[config.mk]
export PLATFORM = sky130hd
export DESIGN_NAME = tlc_ctrl
export DESIGN_NICKNAME = d
export VERILOG_FILES = /design/src/rtl/tlc_ctrl.sv
export SDC_FILE = /design/constraint.sdc
export NUM_CORES = 1
export LEC_CHECK = 0
export ABC_CLOCK_PERIOD_IN_PS = 7200
export CORE_ASPECT_RATIO = 0.9
export CORE_MARGIN = 2
export CORE_UTILIZATION = 46
export DETAILED_ROUTE_END_ITERATION = 12
export GPL_TIMING_DRIVEN = 0
export MAX_ROUTING_LAYER = met4
export PLACE_DENSITY = 0.78
export SYNTH_ARGS = -nofsm -noshare
export SYNTH_HDL_FRONTEND = slang
export SYNTH_SLANG_ARGS = --single-unit
[constraint.sdc]
create_clock -name clk -period 7.2 [get_ports clk]
set_input_delay 1.08 -clock clk [delete_from_list [all_inputs] [get_ports clk]]
set_output_delay 1.08 -clock clk [all_outputs]
set_load 0.05 [all_outputs]
[src/rtl/tlc_ctrl.sv]
// Two-road traffic light control FSM: programs absolute compare targets on done_val and steps
// phases on cnt_done. Define TLC_PED_WALK_EN to add the pedestrian walk phase.
module tlc_ctrl #(
    parameter int unsigned NS_GREEN_T = 20,
    parameter int unsigned EW_GREEN_T = 12,
    parameter int unsigned YELLOW_T   = 4,
    parameter int unsigned RED_T      = 2,
    parameter int unsigned PED_T      = 8
) (
    input  logic       clk,
    input  logic       rst,
    input  logic       cnt_done,
    input  logic       ew_req,
`ifdef TLC_PED_WALK_EN
    input  logic       ped_req,
    output logic       ped_walk,
`endif
    output logic [4:0] done_val,
    output logic [2:0] ns_light,
    output logic [2:0] ew_light
);

    localparam logic [2:0] Red = 3'b100;
    localparam logic [2:0] Yel = 3'b010;
    localparam logic [2:0] Grn = 3'b001;

    // Target is shadow + D - 1, so keep D - 1 per phase.
    localparam logic [4:0] NsGreenM1 = 5'(NS_GREEN_T - 1);
    localparam logic [4:0] EwGreenM1 = 5'(EW_GREEN_T - 1);
    localparam logic [4:0] YellowM1  = 5'(YELLOW_T - 1);
    localparam logic [4:0] RedM1     = 5'(RED_T - 1);
    localparam logic [4:0] PedM1     = 5'(PED_T - 1);

    typedef enum logic [2:0] {
        StInit     = 3'd0,
        StAllRed2  = 3'd1,
        StNsGreen  = 3'd2,
        StNsYellow = 3'd3,
        StAllRed1  = 3'd4,
        StEwGreen  = 3'd5,
        StEwYellow = 3'd6
`ifdef TLC_PED_WALK_EN
        , StPedWalk = 3'd7
`endif
    } state_e;

    state_e     state_q, state_d;
    logic [4:0] shadow_q;
    logic [4:0] dur_m1;
    logic       enter, go, entry_q;
    logic       ew_flag_q, ew_flag_d;
    logic       leave_ns;
    logic [2:0] ns_d, ew_d;

`ifdef TLC_PED_WALK_EN
    logic ped_flag_q, ped_flag_d, ped_ret_ns_q, walk_d;
    assign leave_ns = ew_flag_q | ped_flag_q;
`else
    assign leave_ns = ew_flag_q;
`endif

    always_ff @(posedge clk or posedge rst) begin
        if (rst) begin
            state_q   <= StInit;
            shadow_q  <= '0;
            done_val  <= '0;
            ns_light  <= Red;
            ew_light  <= Red;
            ew_flag_q <= 1'b0;
            entry_q   <= 1'b1;
`ifdef TLC_PED_WALK_EN
            ped_flag_q   <= 1'b0;
            ped_ret_ns_q <= 1'b0;
            ped_walk     <= 1'b0;
`endif
        end else begin
            state_q   <= state_d;
            shadow_q  <= shadow_q + 5'd1;
            ns_light  <= ns_d;
            ew_light  <= ew_d;
            ew_flag_q <= ew_flag_d;
            entry_q   <= enter;
            if (enter) begin
                done_val <= shadow_q + dur_m1;
            end
`ifdef TLC_PED_WALK_EN
            ped_flag_q <= ped_flag_d;
            ped_walk   <= walk_d;
            if (enter && state_d == StPedWalk) begin
                ped_ret_ns_q <= (state_q == StNsYellow);
            end
`endif
        end
    end

    always_comb begin
        state_d = state_q;
        enter   = 1'b0;
        // The first cycle of every phase sees a stale match, so it never counts.
        go      = cnt_done & ~entry_q;
        case (state_q)
            StInit: begin
                state_d = StAllRed2;
                enter   = 1'b1;
            end
            StAllRed2: if (go) begin
                state_d = StNsGreen;
                enter   = 1'b1;
            end
            StNsGreen: if (go) begin
                state_d = leave_ns ? StNsYellow : StNsGreen;
                enter   = 1'b1;
            end
            StNsYellow: if (go) begin
                state_d = StAllRed1;
`ifdef TLC_PED_WALK_EN
                if (ped_flag_q) state_d = StPedWalk;
`endif
                enter = 1'b1;
            end
            StAllRed1: if (go) begin
                state_d = StEwGreen;
                enter   = 1'b1;
            end
            StEwGreen: if (go) begin
                state_d = StEwYellow;
                enter   = 1'b1;
            end
            StEwYellow: if (go) begin
                state_d = StAllRed2;
`ifdef TLC_PED_WALK_EN
                if (ped_flag_q) state_d = StPedWalk;
`endif
                enter = 1'b1;
            end
`ifdef TLC_PED_WALK_EN
            StPedWalk: if (go) begin
                state_d = ped_ret_ns_q ? StAllRed1 : StAllRed2;
                enter   = 1'b1;
            end
`endif
            default: begin
                state_d = StAllRed2;
                enter   = 1'b1;
            end
        endcase

        case (state_d)
            StNsGreen:              dur_m1 = NsGreenM1;
            StEwGreen:              dur_m1 = EwGreenM1;
            StNsYellow, StEwYellow: dur_m1 = YellowM1;
            StAllRed1, StAllRed2:   dur_m1 = RedM1;
            default:                dur_m1 = PedM1;
        endcase

        // A clear on EW green entry wins over a same-cycle request.
        ew_flag_d = (ew_flag_q | ew_req) & ~(enter & (state_d == StEwGreen));
`ifdef TLC_PED_WALK_EN
        ped_flag_d = (ped_flag_q | ped_req) & ~(enter & (state_d == StPedWalk));
`endif
    end

    always_comb begin
        ns_d = Red;
        ew_d = Red;
`ifdef TLC_PED_WALK_EN
        walk_d = 1'b0;
`endif
        case (state_d)
            StNsGreen:  ns_d = Grn;
            StNsYellow: ns_d = Yel;
            StEwGreen:  ew_d = Grn;
            StEwYellow: ew_d = Yel;
`ifdef TLC_PED_WALK_EN
            StPedWalk:  walk_d = 1'b1;
`endif
            default: ;
        endcase
    end

endmodule

; After elaboration in Yosys (flattened, before gate mapping)
; Index checks and enable logic that the tools add are counted.
[totals]
reg_bits = 21
latchBits = 0
ramBits = 0
mem_bits_ro = 0
input_bits = 4
elab_cells = 43
mem_count = 0
[classes]
add_sub_neg = 2
multipliers = 0
div = 0
magnitude_cmp = 0
n_eq_ne = 12
shift = 0
muxes = 13
n_bitwise = 6
reduce_logical = 3
[ops]
columns = operator, count
row1 = one-hot mux 5 bit (4 select lines), 1
row2 = "equality test 3 bit, second input constant", 6
row3 = two-way mux 3 bit, 6
row4 = one-hot mux 3 bit (6 select lines), 1
row5 = "equality test 3 x 2 -> 1 bit, second input constant", 4
row6 = one-hot mux 3 bit (2 select lines), 2
row7 = "equality test 3 x 1 -> 1 bit, second input constant", 2
row8 = OR reduction 6 bit, 1
row9 = "adder 5 x 1 -> 5 bit, second input constant", 1
row10 = adder 5 bit, 1
row11 = OR reduction 2 bit, 2
row12 = AND 1 bit, 3
row13 = two-way mux 1 bit, 3
row14 = inverter 1 bit, 2
row15 = OR 1 bit, 1

; Longest topological paths before layout
; Gate-level depths: netlist of the first run.
[depth]
depth_word = 8
mapped_depth = 8
ltp_nobuf = 8

; Worst setup path after synthesis of the first run
; OpenSTA, ideal clock, no wires.
[synth_path]
path_type = input to register
from = in cnt_done
to = reg done_val[4]
setup_time_ps = 125
t_arrival_ps = 2950
t_required_ps = 7075
path_slack_ps = 4125
stages = 8
n_path_buf = 0
cell_sequence = nor2b_1 > maj3_1 > xnor2_1 > fa_1 > a21o_1 > a21oi_1 > xnor3_1 > mux2_4
[synth_between]
elab_chain_cells = 7
elab_cells_between_ends = 20
cone_classes = add/sub (1) / eq/ne (6) / mux (10) / bitwise (1) / reduce/logical (2)
[synth_rtl]
columns = element, line
row1 = "start, declared", 12  ; input logic cnt_done,
row2 = AND 1 bit *, 100  ; go = cnt_done & ~entry_q;
row3 = "two-way mux 3 bit, or another cell as far along", 129  ; StEwYellow: if (go) begin
row4 = one-hot mux 3 bit (6 select lines), 101  ; case (state_q)
row5 = "equality test 3 bit, or another cell as far along", 148  ; case (state_d)
row6 = OR reduction 2 bit, 148
row7 = one-hot mux 5 bit (4 select lines), 148
row8 = adder 5 bit, 84  ; done_val <= shadow_q + dur_m1;
row9 = "end signal, assigned", 84
row10 = "end, declared", 18  ; output logic [4:0] done_val,
; Every way passes the cells marked *; elsewhere a longest branch is shown, timed or not.
; A chain may end at the register's enable or synchronous reset.

; Worst setup path in the final report of the first run
; Same ends and word-level chain as after synthesis.

==> flow_summary.toml, run 1 <==
[finish]
stdcell_count = 131
multiInputGateArea_sq_um = 462
seqCellArea_sq_um = 529
fillers = 183
drive_gt1_share_pct = 14.4
final_common_cell = "dfrtp_1"
layout_common_cells = "dfrtp_1 (18), clkdlybuf4s50_1 (14), a21oi_1 (6), xnor2_1 (6), nor2_1 (5)"
num-nets-final = 114
antenna_cells = 0
area_delta_synth_final_pct = 19.7

[power]
peakVddDrop_v = 0.000276
power_density_nw_per_um2 = 458
power.leakage_nw = 0.537

[grt]
grt_usage_pct = 17.5
grt_max_degree = 22
first_global_vias = 749
antenna_found_initial = 0
grt_first_pass_wirelength_microns = 3220
grt-ovfl-total = 0

[synth]
synth.distinct_cells = 35
synth_area_leaders = "dfrtp_1 (44%), dfstp_2 (7.7%), xnor2_1 (5.2%), ha_1 (4.9%), a21oi_1 (3.0%)"
async_flop_share_pct = 100
synthesis.nets = 95
netlist_area_sq_um = 1020
ys_warn_count = 0
ys_seq_area_share_pct = 52.0
ys_ff_latch = 21
synth-main-ff-cell = "dfrtp_1"
synth_area_leader_cell = "dfrtp_1"
syn_inst = 86
synth_edf_count = 0
synth_top_area_share_pct = 44.3
avgSynthCellArea_sq_um = 11.8

[setup_path]
r2r-end = "done_val[4]"
cp-start-kind = "input pin"
crit_cells = 9
crit_family = "adder cells"
critPathRequiredTime_ns = 7.40
critPathArrivalTime_ns = 3.77
crit_path_max_incr_delay_ns = 0.54
worstReg2RegStart = "state_q[0]"
critPathMaxFanout = 7
rr_worst_depth = 8
path_buf_inv = 1
worstPathCellList = "clkdlybuf4s50_1 -> nor2b_1 -> maj3_1 -> xnor2_1 -> fa_1 -> a21o_1 -> a21oi_1 -> xnor3_1 -> mux2_4"
worst_path_max_delay_cell = "clkdlybuf4s50_1"
end_kind = "register"
timing.reg2reg.setup_slack_ns = 4.47
path_class = "in2reg"

[routing]
final_antenna_net_count = 0
vias_per_cell = 5.36
wl_per_cell_microns = 14.1
vias = 702
drt_iter0_drc = 7
first_pass_iters = 4
wl_microns = 1840
drc = 0

[run]
drv_cap = 0

[cts]
cts_num_sinks = 21
cts_tree = "done"
cts_buffer_depth = 2
cts_max_level = 1
clk_pin_slew_ns = 0.11
numCtsBuffers = 3
cts_setup_buffers = 0
hold_buffers = 0
clkLatencyLatePin_ns = 0.31
root_buffer = "clkbuf_4"
post_cts_resized = 0

[die]
start_util_pct = 47.5
die_w_microns = 53.6
die_height_microns = 48.6
dieArea_sq_um = 2600
core-area_sq_um = 2140
ios = 15
rows = 16

[place]
post-dp-hpwl_microns = 1340
place_congestion = 0.805
port_buffers = 14
dp_cells = 127

[min_path]
min_to = "shadow_q[4]"
min-delay-start = "shadow_q[4]"
holdPathStages = 1
hold_path_class = "reg2reg"

[timing]
tns_ns = 0
setup_viol_count_final = 0
timing.slew.headroom_pct = 49.2
final_max_slew_viol_count = 0
worst_pin_slew_ns = 0.762
hold_violations = 0
period_minus_slack_ns = 3.57
min_period_over_period_pct = 49.6
skew_ns = 0.00521
max_freq_mhz = 280
rsz0062_at_grt = "no"

[run_status]
status = "complete, no violations"
[power breakdown]
part | switching, W | internal, W
logic | 0.000192 | 0.000128
registers | 0.0000208 | 0.000160
clock network | 0.0000359 | 0.0000216
total | 0.000248 | 0.000310
[metal layers]
metal / track usage (%) / routed length [microns]
met5: - / 0
met4: 6.41 / 30
met3: 2.78 / 60
met2: 27.6 / 910
met1: 22.6 / 840
[stage by stage]
step / worst slack [ns] / util [%] / power (W) / hold WS [ns] / instance area (sq um)
finish: 3.63 / 56.8 / 0.000558 / 0.490 / 1220
floorplan: 4.12 / - / 0.000416 / 0.447 / 1020
detailed placement: 3.37 / 55.6 / 0.000502 / 0.477 / 1190
global route: 3.56 / 56.8 / 0.000593 / 0.514 / 1220
CTS: 3.65 / 56.8 / 0.000562 / 0.493 / 1220
global placement: 3.46 / 55.6 / 0.000490 / 0.470 / 1190
[area by class of cell]
class	instances	area share, %
multi-input cells	59	37.9
well taps	27	2.77
repair buffers	14	11.5
clock buffers	4	2.16
plain buffers	3	1.23
flip-flops and latches	21	43.5
inverters	3	0.925
[cell usage after synthesis (all sizes together), types with 2 or more instances]
cell type,number
a21o,3
a21oi,6
clkbuf,2
dfrtp,18
dfstp,3
ha,4
inv,3
mux2,3
nand2,4
nand3,5
nor2,5
o21ai,3
or3,3
xnor2,6
[worst max path at each step]
stage	slack, ns	start	end
final	3.63	cnt_done	done_val[4]
after floorplan	4.12	cnt_done	done_val[4]
after detailed placement	3.37	cnt_done	done_val[4]
after global routing	3.56	cnt_done	done_val[4]
after CTS	3.65	cnt_done	done_val[4]
after global placement	3.46	cnt_done	done_val[4]
[logic make-up after synthesis]
| kind of cell | after synthesis | share of synthesized area (%) |
|---|---|---|
| simple gates | 24 | 14.1 |
| xor+xnor | 8 | 8.24 |
| other cells | 1 | 0.369 |
| buf+inv | 6 | 2.58 |
| compound gates | 17 | 11.1 |
| fa+ha+maj | 6 | 7.87 |
| flops | 21 | 52.0 |
| mux | 3 | 3.69 |
[sequential cells by signal, indices dropped and copies added, names as in the netlist]
register   flops
entry_q        1
shadow_q       5
ew_light       3
ew_flag_q      1
state_q        3
done_val       5
ns_light       3
[worst reg2reg max path, stage by stage (launching register included)]
cell and delay [ns]:
dfrtp_1 0.47, clkbuf_1 0.26, maj3_1 0.43, xnor2_1 0.17, fa_1 0.43, a21o_1 0.19, a21oi_1 0.17, xnor3_1 0.24
mux2_4 0.27
Note: power is estimated with default switching activity, not from simulation.
==> inputs of run 2 (changes only) <==
Settings changed: ABC_CLOCK_PERIOD_IN_PS 7200 to 3740.
Clock period 7.2 ns to 3.74 ns, I/O delays scaled along.
==> results of run 2 <==
Same layout as run 1 (identical final DEF). Status: complete, no violations.
Among the figures that moved: setup slack after placement 3.37 ns -> 0.427 ns; setup slack after layout 3.63 ns -> 0.686 ns; register-to-register setup slack 4.47 ns -> 1.01 ns; total power 0.000558 W -> 0.00107 W; worst IR drop on VDD 0.000276 V -> 0.000531 V
==> patch, RTL diff (config.mk and constraints of run 2) <==
The 7 states of `state_e` get a one-hot encoding in 7 bits.
--- a/src/rtl/tlc_ctrl.sv
+++ b/src/rtl/tlc_ctrl.sv
@@ -32,12 +32,12 @@
     localparam logic [4:0] PedM1     = 5'(PED_T - 1);
 
-    typedef enum logic [2:0] {
-        StInit     = 3'd0,
-        StAllRed2  = 3'd1,
-        StNsGreen  = 3'd2,
-        StNsYellow = 3'd3,
-        StAllRed1  = 3'd4,
-        StEwGreen  = 3'd5,
-        StEwYellow = 3'd6
+    typedef enum logic [6:0] {
+        StInit     = 7'b0000001,
+        StAllRed2  = 7'b0000010,
+        StNsGreen  = 7'b0000100,
+        StNsYellow = 7'b0001000,
+        StAllRed1  = 7'b0010000,
+        StEwGreen  = 7'b0100000,
+        StEwYellow = 7'b1000000
 `ifdef TLC_PED_WALK_EN
         , StPedWalk = 3'd7
Function: same outputs for any inputs over 10 cycles, from zero or initial values and one cycle with rst high; not proved beyond that.
==> patch against run 2 <==
Critical path depth up 3. Total power fell by 52%. First-iteration DRC count up 71%. Routed wire length is 37% higher. Sequential power down 17%. Design area up 22%. Synthesized area increased by 26%. Sequential share of layout area is 1.1 points lower. Combinational power shrank 84%. Setup slack worse by 240 ps. Sequential cell count up 4. Largest power group is now registers.
==> patch: results (changes against run 2) <==
Status
  – Status: completed (unchanged)

Detailed routing
  – Detailed-route via count: 929 (was 702)
  – WL met3: 57 um (was 60 um)
  – Wire length on met2: 1.26 mm (was 910 um)
  – Initial DRC Count: 12 (was 7)

Place
  – Post-DP HPWL: 1.82 mm (was 1.34 mm)
  – Area post-placement: 0.00146 mm^2 (was 0.00119 mm^2)
  – DP Cell Count: 163 (was 127)
  – Post-place setup slack: 103 ps (was 427 ps)

Logic synthesis
  – Number of distinct library cells after synthesis: 39 (was 35)
  – Commonest cells in the netlist: dfrtp_1 (21), nor2_1 (10), a21oi_1 (8), o21ai_0 (8), nand2_1 (7) (was dfrtp_1 (18), a21oi_1 (6), xnor2_1 (6))
  – Top cells by area, synth: dfrtp_1 (41%), dfstp_2 (8.2%), xnor2_1 (4.1%) (was dfrtp_1 (44%), dfstp_2 (7.7%), xnor2_1 (5.2%))
  – Syn avg cell area: 10.8 um^2 (was 11.8 um^2)
  – Sequential area share after synthesis: 49.4% (was 52.0%)

Pwr
  – P_clk: 0.129 mW (was 0.111 mW)
  – Sw Ratio: 29.8% (was 44.5%)
  – VDD IR max: 0.000222 V (was 0.000531 V)
  – Total power: 0.514 mW (was 1.07 mW)
  – Comb. pwr: 0.0962 mW (was 0.616 mW)

Worst setup path
  – Arr. time, crit path: 3530 ps (was 3250 ps)
  – Flop-to-flop setup slack: 630 ps (was 1010 ps)
  – Kind of cell adding the most delay to the critical path: compound AO/OA/AOI/OAI gates (was adder cells)
  – CP max FO: 4 (was 7)
  – Worst R2R Start: state_q[4]$_DFF_PP0_ (was state_q[0]$_DFF_PP0_)

Layout
  – Fillers: 260 (was 183)
  – Synth-to-layout area growth: 16.6% (was 19.7%)
  – Nets@finish: 147 (was 114)

Timing
  – Hold_ws: 515 ps (was 490 ps)
  – Max_slew headroom: 37.5% (was 49.2%)
  – Fmax: 304 MHz (was 327 MHz)
  – Clk_skew: 2.74 ps (was 5.21 ps)

Global route
  – Total global-route track usage: 18.7% (was 17.5%)
  – First-pass GRT wire length: 4.26 mm (was 3.22 mm)

Clock network
  – Reg clk slew, reported paths: 140 ps (was 110 ps)
  – Worst-skew pair later-pin latency: 330 ps (was 310 ps)
patch: cell types whose count changed after synthesis, sizes merged, moves of 3 or more:
cell and change:
nor4b +3, buf +6, nor3 +3, nor2 +5, o21ai +5, nand2 +3, dfrtp +3
patch: cell type report:
cell class	count	area [um^2]	area share, %
inverter	2	7.51	0.504
sequential	25	631	42.4
clock inverter	1	7.51	0.504
buffer	8	63.8	4.29
timing repair buffer	14	140	9.41
multi-input combinational	84	579	38.9
tap	30	37.5	2.52
clock buffer	3	22.5	1.51
patch: worst paths after layout:
path / end / cells past startpoint
max in group asynchronous: done_val[1]$_DFFE_PP0N_ / 2
min in group asynchronous: state_q[6]$_DFF_PP0_ / 2
max: done_val[4]$_DFFE_PP0N_ / 12
min: shadow_q[4]$_DFF_PP0_ / 1
max reg2reg: done_val[4]$_DFFE_PP0N_ / 12
min reg2reg: shadow_q[4]$_DFF_PP0_ / 1
patch: kinds of logic (layout without fill, tap and decap cells):
group | after synthesis | after routing | synth area share (%)
xor gates and xnor gates | 8 | 8 | 5.49
buffers and inverters | 10 | 28 | 5.58
and+or+nand+nor | 39 | 39 | 17.5
other | 1 | 2 | 0.294
AOI/OAI and AO/OA | 28 | 28 | 13.9
muxes | 2 | 2 | 2.35
adders and majority gates | 5 | 5 | 5.49
DFF | 25 | 25 | 49.4
patch: metal layers:
metal	vias to the layer above	track usage, %
met3	5	2.16
met4	0	8.15
met2	13	31.9
li1	450	-
met1	461	22.4
met5	-	-
patch: worst register-to-register path, stage by stage (launching register included):
cell and delay, ps:
dfrtp_1 460, buf_2 240, or2_2 150, o31ai_1 70, a2bb2oi_1 370, a31o_2 240
nand2_1 80, fa_1 410, a21o_1 190, a21oi_1 190, xnor2_1 190, xnor2_1 100
a221o_1 310
